**config.mk**
```make
export PLATFORM = sky130hd
export DESIGN_NAME = nibble_serial_adder
export DESIGN_NICKNAME = d
export VERILOG_FILES = /design/src/rtl/nibble_serial_adder.sv
export SDC_FILE = /design/constraint.sdc
export NUM_CORES = 1
export LEC_CHECK = 0
export BUFFER_PORTS_ARGS = -buffer_cell sky130_fd_sc_hd__buf_2
export CELL_PAD_IN_SITES_DETAIL_PLACEMENT = 0
export CELL_PAD_IN_SITES_GLOBAL_PLACEMENT = 1
export CORE_MARGIN = 2
export CORE_UTILIZATION = 30
export CTS_CLUSTER_DIAMETER = 80
export DETAILED_ROUTE_END_ITERATION = 10
export GPL_TIMING_DRIVEN = 0
export PLACE_DENSITY = 0.64
export SLEW_MARGIN = 20
export SYNTH_ARGS = -nofsm -noshare
export SYNTH_HDL_FRONTEND = slang
export SYNTH_SLANG_ARGS = --single-unit
```
**constraint.sdc**
```tcl
create_clock -name clk_i -period 8.1 [get_ports clk_i]
set_clock_uncertainty 0.2 [all_clocks]
set_input_delay 0.81 -clock clk_i [delete_from_list [all_inputs] [get_ports clk_i]]
set_output_delay 0.81 -clock clk_i [all_outputs]
set_load 0.02 [all_outputs]
```
**src/rtl/nibble_serial_adder.sv**
```systemverilog
// Multi-cycle WIDTH-bit adder: streams nibble pairs through one add_4, LSB nibble first.
// Optional signed-overflow flag ovf_o when NIBBLE_SERIAL_ADDER_OVF_EN is defined.

module add_4 (
  input  logic [3:0] x_i,
  input  logic [3:0] y_i,
  input  logic       c_i,
  output logic [3:0] s_o,
  output logic       c_o
);
  assign {c_o, s_o} = {1'b0, x_i} + {1'b0, y_i} + {4'b0000, c_i};
endmodule

module nibble_serial_adder #(
  parameter int WIDTH = 16
) (
  input  logic             clk_i,
  input  logic             rst_ni,
  input  logic             in_valid_i,
  output logic             in_ready_o,
  input  logic [WIDTH-1:0] a_i,
  input  logic [WIDTH-1:0] b_i,
  input  logic             c_i,
  output logic             out_valid_o,
  input  logic             out_ready_i,
  output logic [WIDTH-1:0] sum_o,
  output logic             c_o,
`ifdef NIBBLE_SERIAL_ADDER_OVF_EN
  output logic             ovf_o,
`endif
  output logic             busy_o
);
  localparam int NIB   = WIDTH / 4;
  localparam int CNT_W = (NIB > 1) ? $clog2(NIB) : 1;
  localparam logic [CNT_W-1:0] LAST = CNT_W'(NIB - 1);

  typedef enum logic [1:0] {IDLE = 2'd0, RUN = 2'd1, DONE = 2'd2} state_t;

  state_t           state;
  logic [CNT_W-1:0] cnt;
  logic             carry_q;
  logic             in_ready_q;
  logic             out_valid_q;
  logic             busy_q;
  logic [WIDTH-1:0] sum_q;
  logic             c_q;
  logic [WIDTH-1:0] a_q;
  logic [WIDTH-1:0] b_q;
  logic [WIDTH-1:0] acc_q;
  logic [WIDTH-1:0] acc_next;
  logic [3:0]       x_sel;
  logic [3:0]       y_sel;
  logic [3:0]       nib_s;
  logic             nib_c;
`ifdef NIBBLE_SERIAL_ADDER_OVF_EN
  logic             ovf_q;
`endif

  // Pick operand nibble k and merge the fresh sum nibble into the accumulator image
  always_comb begin
    x_sel    = '0;
    y_sel    = '0;
    acc_next = acc_q;
    for (int k = 0; k < NIB; k++) begin
      if (cnt == CNT_W'(k)) begin
        x_sel             = a_q[4*k +: 4];
        y_sel             = b_q[4*k +: 4];
        acc_next[4*k +: 4] = nib_s;
      end
    end
  end

  add_4 u_add_4 (
    .x_i (x_sel),
    .y_i (y_sel),
    .c_i (carry_q),
    .s_o (nib_s),
    .c_o (nib_c)
  );

  // Operand and partial-sum storage carry no reset; only control and outputs do
  always_ff @(posedge clk_i) begin
    if (state == IDLE && in_valid_i && in_ready_q) begin
      a_q <= a_i;
      b_q <= b_i;
    end
    if (state == RUN) begin
      acc_q <= acc_next;
    end
  end

  always_ff @(posedge clk_i or negedge rst_ni) begin
    if (!rst_ni) begin
      state       <= IDLE;
      cnt         <= '0;
      carry_q     <= 1'b0;
      in_ready_q  <= 1'b1;
      out_valid_q <= 1'b0;
      busy_q      <= 1'b0;
      sum_q       <= '0;
      c_q         <= 1'b0;
`ifdef NIBBLE_SERIAL_ADDER_OVF_EN
      ovf_q       <= 1'b0;
`endif
    end else begin
      case (state)
        IDLE: begin
          if (in_valid_i && in_ready_q) begin
            carry_q    <= c_i;
            cnt        <= '0;
            in_ready_q <= 1'b0;
            busy_q     <= 1'b1;
            state      <= RUN;
          end
        end
        RUN: begin
          carry_q <= nib_c;
          if (cnt == LAST) begin
            cnt         <= '0;
            busy_q      <= 1'b0;
            out_valid_q <= 1'b1;
            sum_q       <= acc_next;
            c_q         <= nib_c;
`ifdef NIBBLE_SERIAL_ADDER_OVF_EN
            // carry into MSB equals a^b^sum at the MSB; xor with carry out flags overflow
            ovf_q       <= a_q[WIDTH-1] ^ b_q[WIDTH-1] ^ acc_next[WIDTH-1] ^ nib_c;
`endif
            state       <= DONE;
          end else begin
            cnt <= cnt + CNT_W'(1);
          end
        end
        DONE: begin
          if (out_ready_i) begin
            out_valid_q <= 1'b0;
            in_ready_q  <= 1'b1;
            state       <= IDLE;
          end
        end
        default: begin
          state <= IDLE;
        end
      endcase
    end
  end

  assign in_ready_o  = in_ready_q;
  assign out_valid_o = out_valid_q;
  assign busy_o      = busy_q;
  assign sum_o       = sum_q;
  assign c_o         = c_q;
`ifdef NIBBLE_SERIAL_ADDER_OVF_EN
  assign ovf_o       = ovf_q;
`endif

endmodule
```
Word-level counts from Yosys, hierarchy flattened
Cells that the tools add are included.
Cells by class
  add/subtract/negate cells: 3
  equality and inequality tests: 8
  multiplexer cells: 30
  reduce and logical (&&, ||, !) cells: 14
Operators by type and width (number)
  4-bit 2-to-1 mux: 12
  3-bit AND reduction: 4
  2-bit 2-to-1 mux: 5
  1-bit case mux with 2 select lines: 4
  1-bit 2-to-1 mux: 7
  2-bit == test, second input constant: 3
  2-bit case mux with 3 select lines: 1
  2-bit nonzero test: 3
  4-bit by 4-bit adder with 5-bit output: 1
  5-bit by 1-bit adder with 5-bit output: 1
  2-bit by 1-bit == test with 1-bit output, second input constant: 2
  2-bit logical NOT: 2
  2-bit != test, second input constant: 2
  2-bit case mux with 2 select lines: 1
  2-bit AND reduction: 2
  1-bit logical AND: 3
  2-bit by 1-bit adder with 2-bit output, second input constant: 1
  2-bit by 1-bit != test with 1-bit output, second input constant: 1
Word-level totals
  register bits: 73
  input port bits: 37
  output and inout bits: 20
  logic and storage cells: 66

Depth between registers and ports, before layout
Gate-level depths: netlist of the first run.
  depth after elaboration: 8
  gate-level depth with buffers: 13
  gate-level depth less buffers: 12

Cells and area by module
Synthesis of the first run repeated with hierarchy kept, for this count alone.
Unflattened totals
  cells, all modules: 188
  area, all modules: 2939.1 µm²
Modules (own cells, without submodules)
  nibble_serial_adder: instances 1, cells each 172, area an instance 2795.2 µm², seq. area each 1948.1 µm²
  add_4: instances 1, cells each 16, area an instance 143.9 µm², seq. area each 0.0 µm²

Worst setup path before layout of the first run
No wires, ideal clock.
  path type: register to register
  start point: register cnt[0]
  end point: register sum_q[5], in the netlist sum_o[5]
  library setup time: 0.125 ns
  data arrival time: 2.935 ns
  data required time: 7.775 ns
  path slack: 4.841 ns
  stages on the path, launching flop included: 13
  buffers on the path: 1
  clock period less this slack: 3.259 ns
  cells stage by stage: dfrtp_1 > inv_1 > ha_1 > buf_2 > nor2b_1 > a221oi_1 > nor3_1 > a21oi_1 > fa_1 > inv_1 > fa_1 > mux2_2 > mux2_2
On the way
  longest elaborated chain between the ends: 8
  elaborated cells between the ends (all ways): 16
  those cells by class: add/sub: 2; eq/ne: 3; mux: 9; reduce/logical: 2
Ends and longest elaborated chain
  start, declared: line 40  | logic [CNT_W-1:0] cnt;
  start signal, assigned: line 130  | cnt <= cnt + CNT_W'(1);
  2-bit logical NOT: line 65  | if (cnt == CNT_W'(k)) begin
  4-bit 2-to-1 mux (4 in series): line 65
  4-bit by 4-bit adder with 5-bit output: line 11  | assign {c_o, s_o} = {1'b0, x_i} + {1'b0, y_i} + {4'b0000, c_i};
  5-bit by 1-bit adder with 5-bit output: line 11
  4-bit 2-to-1 mux *: line 65
  named net acc_next[5]: line 50  | logic [WIDTH-1:0] acc_next;
  end signal, assigned: line 122  | sum_q <= acc_next;
  end, declared: line 45  | logic [WIDTH-1:0] sum_q;
Mark *: on every way through the listed nets, which the timed path passes. The rest lies on a longest branch.
A chain may end at the register's enable or synchronous reset.

Final worst setup path of the first run
  start point: register cnt[0]
  end point: register sum_q[9], in the netlist sum_o[9]
Same word-level chain as after synthesis.

==> tab_implementation.tex, run 1 <==
\begin{tabular}{lr}
\hline
Metric & Value \\
\hline
\multicolumn{2}{l}{\textbf{Status}} \\
\quad Result of the run & finished, final reports clean \\
\multicolumn{2}{l}{\textbf{Pwr}} \\
\quad Sum of internal, switching and leakage power & 0.707 mW \\
\quad LEAKAGE & 1.54 nW \\
\quad Int Power & around 0.57 mW \\
\quad Clk pwr share & 45.5\% \\
\quad Sw Pwr & between 0.1 and 0.15 mW \\
\quad Power Density & a little under 200 nW/um\^{}2 \\
\quad Switching Share & 19.1\% \\
\quad Share of total power in sequential cells & 52.9\% \\
\quad Combinational power share & 1.6\% \\
\quad Maximum vdd drop & a little under 100 uV \\
\multicolumn{2}{l}{\textbf{Final layout}} \\
\quad Final nets & roughly 330 \\
\quad Number of fill cells & approximately 970 \\
\quad Ratio of cells with drive above 1 in the final layout & approximately a third \\
\quad Storage cell area & 1950 sq um \\
\quad Multi-input gate area & approximately 910 sq um \\
\quad Leading cell types in the layout, fill and taps excluded & buf\_2 (61), edfxtp\_1 (44), dfrtp\_1 (24) \\
\quad Antenna diode count & 0 \\
\quad Layout area overhead & 23.7\% \\
\quad Most frequent standard cell in the layout excluding fill and tap cells & buf\_2 \\
\quad Final non-filler cell total & 420 \\
\multicolumn{2}{l}{\textbf{Detailed routing}} \\
\quad DRC errors left & 0 \\
\quad Routed wire length & roughly 5800 um \\
\quad Detailed Routing Iterations Pass 1 & 4 \\
\quad Detail-routed net length per standard cell & 13.9 um \\
\quad Total via count after detailed routing & about 1900 \\
\quad Routed Antenna Nets & 0 \\
\quad Vias/cell & 4.46 \\
\quad Initial DRC Count & 62 \\
\multicolumn{2}{l}{\textbf{STA}} \\
\quad Hold Violations, Final & 0 \\
\quad Total setup violations reported at the end of the flow & 0 \\
\quad Summed negative setup slack over all endpoints & 0 ps \\
\quad Max-slew headroom & 61.2\% \\
\quad Post-Route Hold Slack & between 200 and 300 ps \\
\quad Fraction of the cycle the final worst path needs & between 40\% and 50\% \\
\quad Setup repair after global routing missed its margin & no \\
\quad Max-slew violation count & 0 \\
\quad Setup slack after layout & 4290 ps \\
\quad Fmax achieved & about 260 MHz \\
\quad Minimum period implied by the final worst setup slack & approximately 3800 ps \\
\quad Transition at the pin with the smallest max-transition slack & about 580 ps \\
\multicolumn{2}{l}{\textbf{Global route}} \\
\quad First-pass GRT wire length & $\sim$9500 um \\
\quad Maximum number of pins on one net before global-route repair & 33 \\
\quad Global-route congestion overflow total & 0 \\
\quad Number of antenna violations at the first check in global routing & 0 \\
\quad Overall track demand over capacity in global routing & about an eighth \\
\quad Number of global-route vias before repair & approximately 1900 \\
\multicolumn{2}{l}{\textbf{CTS}} \\
\quad H-tree level count & 3 \\
\quad Total setup buffers inserted after CTS & 0 \\
\quad Number of buffers on the longest clock path & 2 \\
\quad Root buf cell & clkbuf\_8 \\
\quad Number of hold buffers added after CTS & 0 \\
\quad Worst skew pair latency & 340 ps \\
\quad CTS tree & built \\
\quad Clock net sink count & 69 \\
\quad Gates resized, CTS repair & 0 \\
\quad Clock-pin slew of the registers on the worst-case setup and hold paths & 70 ps \\
\quad Num CTS Buffers & 9 \\
\multicolumn{2}{l}{\textbf{Critical path}} \\
\quad Type of the worst setup path & flop to flop \\
\quad Worst endpoint data arrival time & between 3000 and 4000 ps \\
\quad Startpoint type of the worst setup path & flop \\
\quad Number of cells on the worst reg-to-reg path & 12 \\
\quad Worst flop-to-flop path startpoint & cnt[0] \\
\quad Crit. End Element & flop \\
\quad Data required time at the worst endpoint & approximately 8100 ps \\
\quad Worst reg2reg path endpoint & sum\_o[9] \\
\quad Worst Path Max Fanout & 10 \\
\quad Setup slack, reg-to-reg & between 4000 and 5000 ps \\
\multicolumn{2}{l}{\textbf{Die}} \\
\quad Core outline area & around 9700 sq um \\
\quad I/O Pins & between 50 and 60 \\
\quad Die Ht & 103 um \\
\quad Overall die width & $\sim$100 um \\
\quad Initial cell density of the core & between 30\% and 40\% \\
\quad Total die area & about 11000 sq um \\
\quad Count of standard-cell rows & 36 \\
\multicolumn{2}{l}{\textbf{Place}} \\
\quad DP Worst Slack & 4290 ps \\
\quad Placed wire-length estimate after detailed placement & about 4200 um \\
\quad Number of placed instances, taps included & 404 \\
\quad Count of buffers inserted at the top-level ports & 56 \\
\quad Placer congestion estimate & roughly 0.73 \\
\multicolumn{2}{l}{\textbf{Flow run}} \\
\quad \# Max-Cap Violations & 0 \\
\multicolumn{2}{l}{\textbf{Synth}} \\
\quad Distinct cells, synth & 32 \\
\quad Post-synthesis instance total & between 200 and 250 \\
\quad Flip-flop and latch count after synthesis & 69 \\
\quad Part of the Yosys area used for sequential elements & about two thirds \\
\quad Post-Synthesis Net Count & 260 \\
\quad Number of warning messages in the yosys log & 0 \\
\quad Average size of a mapped cell & 13.8 sq um \\
\quad Cell area after technology mapping & 2960 sq um \\
\multicolumn{2}{l}{\textbf{Hold path}} \\
\quad Hold Crit Class & primary input to async pin \\
\hline
\end{tabular}
==> per-layer routing <==
layer	track usage, %	up-vias	wire length (um)
li1	-	907	-
met3	3.49	10	333
met1	16.3	908	2710
met5	0	-	0
met2	18.3	48	2660
met4	6.07	0	118
==> through the flow <==
stage	instance area [sq um]	util, %
global route	3660	37.8
detailed placement	3430	35.4
CTS	3660	37.8
floorplan	2960	-
finish	3660	37.8
global placement	3400	35.2
==> layout make-up <==
cell class | count | area share, %
tap | 133 | 4.55
sequential | 69 | 53.2
clock inverter | 5 | 2.22
multi-input combinational | 123 | 25.0
inverter | 10 | 1.03
timing repair buffer | 57 | 8.21
buffer | 12 | 1.64
clock buffer | 11 | 4.17
==> worst max-delay path by stage <==
stage / from / to / slack (ps) / cells after the start
finish: cnt[0] / sum_o[9] / 4290 / 12
global route: cnt[0] / sum_o[5] / 4010 / 12
CTS: cnt[0] / sum_o[9] / 4260 / 12
detailed placement: cnt[0] / sum_o[5] / 4290 / 12
global placement: cnt[0] / sum_o[5] / 4280 / 12
floorplan: cnt[0] / sum_o[5] / 4840 / 12
==> power groups by stage <==
stage                     clock [mW]  sequential (mW)  combinational [mW]
final                          0.322            0.374              0.0113
after global routing           0.347            0.374              0.0133
after CTS                      0.331            0.374              0.0119
after detailed placement           0            0.381              0.0119
after global placement             0            0.381              0.0115
after floorplan                    0            0.381            0.000327
==> registers in the layout (all words and copies together) (netlist names) <==
name         cells
a_q             16
b_q             16
sum_o           16
acc_q           12
cnt              2
state            2
busy_o           1
c_o              1
carry_q          1
in_ready_o       1
out_valid_o      1
==> cell usage after synthesis <==
| master | count | area, sq um |
|---|---|---|
| a21o_1 | 2 | 15.0 |
| a21o_2 | 1 | 8.76 |
| a21oi_1 | 15 | 75.1 |
| a221oi_1 | 6 | 52.6 |
| a31oi_4 | 1 | 21.3 |
| buf_2 | 5 | 25.0 |
| buf_6 | 1 | 11.3 |
| clkbuf_1 | 6 | 22.5 |
| dfrtp_1 | 24 | 601 |
| dfstp_2 | 1 | 26.3 |
| edfxtp_1 | 44 | 1320 |
| fa_1 | 2 | 40.0 |
| ha_1 | 7 | 87.6 |
| inv_1 | 9 | 33.8 |
| inv_2 | 1 | 3.75 |
| mux2_2 | 14 | 158 |
| mux2i_1 | 7 | 70.1 |
| nand2_1 | 18 | 67.6 |
| nand2_2 | 1 | 6.26 |
| nand2b_1 | 6 | 37.5 |
| nand3b_1 | 2 | 15.0 |
| nor2_1 | 6 | 22.5 |
| nor2b_1 | 10 | 62.6 |
| nor3_1 | 2 | 10.0 |
| nor4bb_1 | 1 | 10.0 |
| o21ai_0 | 5 | 25.0 |
| o21bai_1 | 1 | 7.51 |
| o31a_1 | 3 | 26.3 |
| o31ai_1 | 7 | 52.6 |
| or2_1 | 3 | 18.8 |
| or3_1 | 1 | 6.26 |
| xnor2_1 | 2 | 17.5 |
==> cells by family (layout without fill, tap and decap cells) <==
kind of cell | after synthesis | count (layout) | synth area share (%)
AOI/OAI and AO/OA | 41 | 41 | 9.60
adders and majority gates | 9 | 9 | 4.31
xor gates and xnor gates | 2 | 2 | 0.592
muxes | 21 | 21 | 7.70
DFF | 69 | 69 | 65.9
buffers and inverters | 22 | 95 | 3.26
and+or+nand+nor | 50 | 50 | 8.67
==> worst max-delay path, stage by stage, from the launching register on <==
cell and delay [ps]:
dfrtp_1 410, inv_1 120, ha_1 150, buf_2 240, nor2b_1 470, a221oi_1 150, nor3_1 230, a21oi_1 90
fa_1 400, inv_1 140, fa_1 510, mux2_2 310, mux2_2 260
Note: power is estimated with default switching activity, not from simulation.
==> inputs of run 2 (changes only) <==
==> constraint.sdc (replaced) <==
create_clock -name clk_i -period 3.6 [get_ports clk_i]
set_clock_uncertainty 0.2 [all_clocks]
set_input_delay 0.36 -clock clk_i [delete_from_list [all_inputs] [get_ports clk_i]]
set_output_delay 0.36 -clock clk_i [all_outputs]
set_load 0.02 [all_outputs]
==> run 2 against run 1 <==
Sequential power up 120%. Fmax up 12%. Global-route usage up 0.33 points. Cell count up 8.1%. Wire length up 5.0%. Power up 130%. Via count up 7.0%.
==> tab_implementation.tex, run 2 (synthesis results as in run 1) <==
\begin{tabular}{lr}
\hline
Metric & Value \\
\hline
\multicolumn{2}{l}{\textbf{Status}} \\
\quad Result of the run & finished, final reports clean \\
\multicolumn{2}{l}{\textbf{Die}} \\
\quad Initial cell density of the core & 30.5\% (unchanged) \\
\quad Count of standard-cell rows & 36 (unchanged) \\
\quad I/O Pins & 57 (unchanged) \\
\quad Die Ht & 103 um (unchanged) \\
\quad Total die area & 10700 sq um (unchanged) \\
\quad Core outline area & 9680 sq um (unchanged) \\
\quad Overall die width & 103 um (unchanged) \\
\multicolumn{2}{l}{\textbf{Detailed routing}} \\
\quad DRC errors left & 0 (unchanged) \\
\quad Detailed Routing Iterations Pass 1 & 4 (unchanged) \\
\quad Vias/cell & 4.41 (-1.0\%) \\
\quad Initial DRC Count & 66 (+6.5\%) \\
\quad Routed Antenna Nets & 0 (unchanged) \\
\quad Routed wire length & 6120 um (+5.0\%) \\
\quad Detail-routed net length per standard cell & 13.5 um (-2.8\%) \\
\quad Total via count after detailed routing & 2004 (+7.0\%) \\
\multicolumn{2}{l}{\textbf{Final layout}} \\
\quad Final non-filler cell total & 454 (+8.1\%) \\
\quad Final design utilization & 41.5\% (+3.7 points) \\
\quad Antenna diode count & 0 (unchanged) \\
\quad Leading cell types in the layout, fill and taps excluded & buf\_2 (58), edfxtp\_1 (44), dlygate4sd3\_1 (33) \\
\quad Number of fill cells & 935 (-3.5\%) \\
\quad Layout area overhead & 36.0\% \\
\quad Most frequent standard cell in the layout excluding fill and tap cells & buf\_2 \\
\quad Final nets & 362 (+10\%) \\
\quad Ratio of cells with drive above 1 in the final layout & 32.1\% (-2.1 points) \\
\multicolumn{2}{l}{\textbf{CTS}} \\
\quad CTS tree & built \\
\quad Num CTS Buffers & 9 (unchanged) \\
\quad Clock net sink count & 69 (unchanged) \\
\quad Clock-pin slew of the registers on the worst-case setup and hold paths & 70 ps (about the same) \\
\quad H-tree level count & 3 (unchanged) \\
\quad Worst skew pair latency & 340 ps (about the same) \\
\quad Number of buffers on the longest clock path & 2 (unchanged) \\
\quad Root buf cell & clkbuf\_8 \\
\multicolumn{2}{l}{\textbf{STA}} \\
\quad Transition at the pin with the smallest max-transition slack & 586 ps (+4.15 ps) \\
\quad Max-slew violation count & 0 (unchanged) \\
\quad Fraction of the cycle the final worst path needs & 94.4\% (+47 points) \\
\quad Setup repair after global routing missed its margin & no \\
\quad Minimum period implied by the final worst setup slack & 3400 ps (-410 ps) \\
\quad Total setup violations reported at the end of the flow & 0 (unchanged) \\
\quad Max-slew headroom & 61.0\% (-0.28 points) \\
\quad Setup slack after layout & 203 ps (-4090 ps) \\
\quad Hold Violations, Final & 0 (unchanged) \\
\quad Fmax achieved & 294 MHz (+12\%) \\
\multicolumn{2}{l}{\textbf{Critical path}} \\
\quad Worst Path Max Fanout & 10 (unchanged) \\
\quad Setup slack, reg-to-reg & 200 ps (-4090 ps) \\
\quad Startpoint type of the worst setup path & flop \\
\quad Worst flop-to-flop path startpoint & cnt[1] \\
\quad Worst endpoint data arrival time & 3430 ps (-410 ps) \\
\quad Data required time at the worst endpoint & 3630 ps (-4500 ps) \\
\quad Worst reg2reg path endpoint & sum\_o[9] \\
\quad Type of the worst setup path & flop to flop \\
\quad Crit. End Element & flop \\
\quad Number of cells on the worst reg-to-reg path & 12 (unchanged) \\
\multicolumn{2}{l}{\textbf{Flow run}} \\
\quad \# Max-Cap Violations & 0 (unchanged) \\
\multicolumn{2}{l}{\textbf{Place}} \\
\quad Placer congestion estimate & 0.727 (unchanged) \\
\quad Count of buffers inserted at the top-level ports & 56 (unchanged) \\
\quad Number of placed instances, taps included & 404 (unchanged) \\
\quad DP Worst Slack & -215 ps (-4500 ps) \\
\quad Placed wire-length estimate after detailed placement & 4210 um (unchanged) \\
\multicolumn{2}{l}{\textbf{Pwr}} \\
\quad LEAKAGE & 1.68 nW (+9.6\%) \\
\quad Power Density & 403 nW/um\^{}2 (+110\%) \\
\quad Sum of internal, switching and leakage power & 1.62 mW (+130\%) \\
\quad Maximum vdd drop & 220 uV (+130\%) \\
\multicolumn{2}{l}{\textbf{Global route}} \\
\quad Number of global-route vias before repair & 1988 (+6.3\%) \\
\quad Global-route congestion overflow total & 0 (unchanged) \\
\quad First-pass GRT wire length & 9810 um (+3.2\%) \\
\quad Overall track demand over capacity in global routing & 12.5\% (+0.33 points) \\
\quad Maximum number of pins on one net before global-route repair & 33 (unchanged) \\
\quad Number of antenna violations at the first check in global routing & 0 (unchanged) \\
\multicolumn{2}{l}{\textbf{Hold path}} \\
\quad Number of cells traversed by the worst hold path & 2 \\
\quad Hold EP & state[1] \\
\quad Hold Crit Start & out\_ready\_i \\
\quad Hold Crit Class & primary input to flop \\
\hline
\end{tabular}
[run 2: changes by cell type in the layout (fill, tap and decap cells not counted), sizes merged]
cell / delta
dlygate4sd3: +33
clkbuf: +2
buf: -1
[run 2: metrics by stage]
stage | cell area [sq um] | hold slack, ps | TNS (ps)
after floorplan | 2960 | -136 | 0
after global placement | 3400 | 203 | -1180
after detailed placement | 3430 | 205 | -1150
after CTS | 3990 | 3.54 | 0
after global routing | 4020 | 3.34 | 0
final | 4020 | 18.9 | 0
[run 2: how the worst max path moves through the flow]
stage	endpoint	slack [ps]	cells after the start	startpoint
after detailed placement	sum_o[5]	-210	12	cnt[0]
after CTS	sum_o[9]	10	12	cnt[1]
after global placement	sum_o[5]	-220	12	cnt[0]
after floorplan	sum_o[9]	340	12	cnt[0]
after global routing	sum_o[5]	10	12	cnt[0]
final	sum_o[9]	200	12	cnt[1]
[run 2: where the power goes]
part | leakage [nW] | internal, mW | total (mW) | switching, mW
Sequential | 0.684 | 0.841 | 0.841 | 0
Combinational | 0.883 | 0.0372 | 0.0536 | 0.0164
Clock | 0.115 | 0.432 | 0.726 | 0.293
Total | 1.68 | 1.31 | 1.62 | 0.310
[run 2: routing by layer]
metal / routed length [um] / part of all wire [%] / up-vias / GRT usage, %
met5: 0 / 0 / - / 0
li1: - / - / 971 / -
met2: 2840 / 46 / 48 / 19.2
met3: 297 / 4.9 / 12 / 3.29
met1: 2850 / 47 / 973 / 16.5
met4: 133 / 2.2 / 0 / 6.38
[run 2: cell type report]
cell class | instances | area [sq um] | area share [%]
Buffer | 12 | 67.6 | 1.68
Sequential cell | 69 | 1950 | 48.4
Multi-Input combinational cell | 123 | 931 | 23.1
Clock inverter | 5 | 81.3 | 2.02
Tap cell | 133 | 166 | 4.14
Clock buffer | 11 | 153 | 3.79
Timing Repair Buffer | 91 | 638 | 15.9
Inverter | 10 | 37.5 | 0.933
[run 2: worst max-delay path: stages (launching register included)]
cell and delay, ps:
dfrtp_1 410, inv_1 110, ha_1 140, clkbuf_4 220
clkbuf_4 240, a221oi_1 100, nor3_1 210, a21oi_1 90
fa_1 420, inv_2 110, fa_2 490, mux2_2 300
mux2_2 260
[run 2: timing repair]
item	CTS	global route
cloned	0	0
setup endpoints to repair	9	10
hold endpoints to repair	55	1
hold buffers	32	1
resized for setup	2	7
setup buffers	0	1
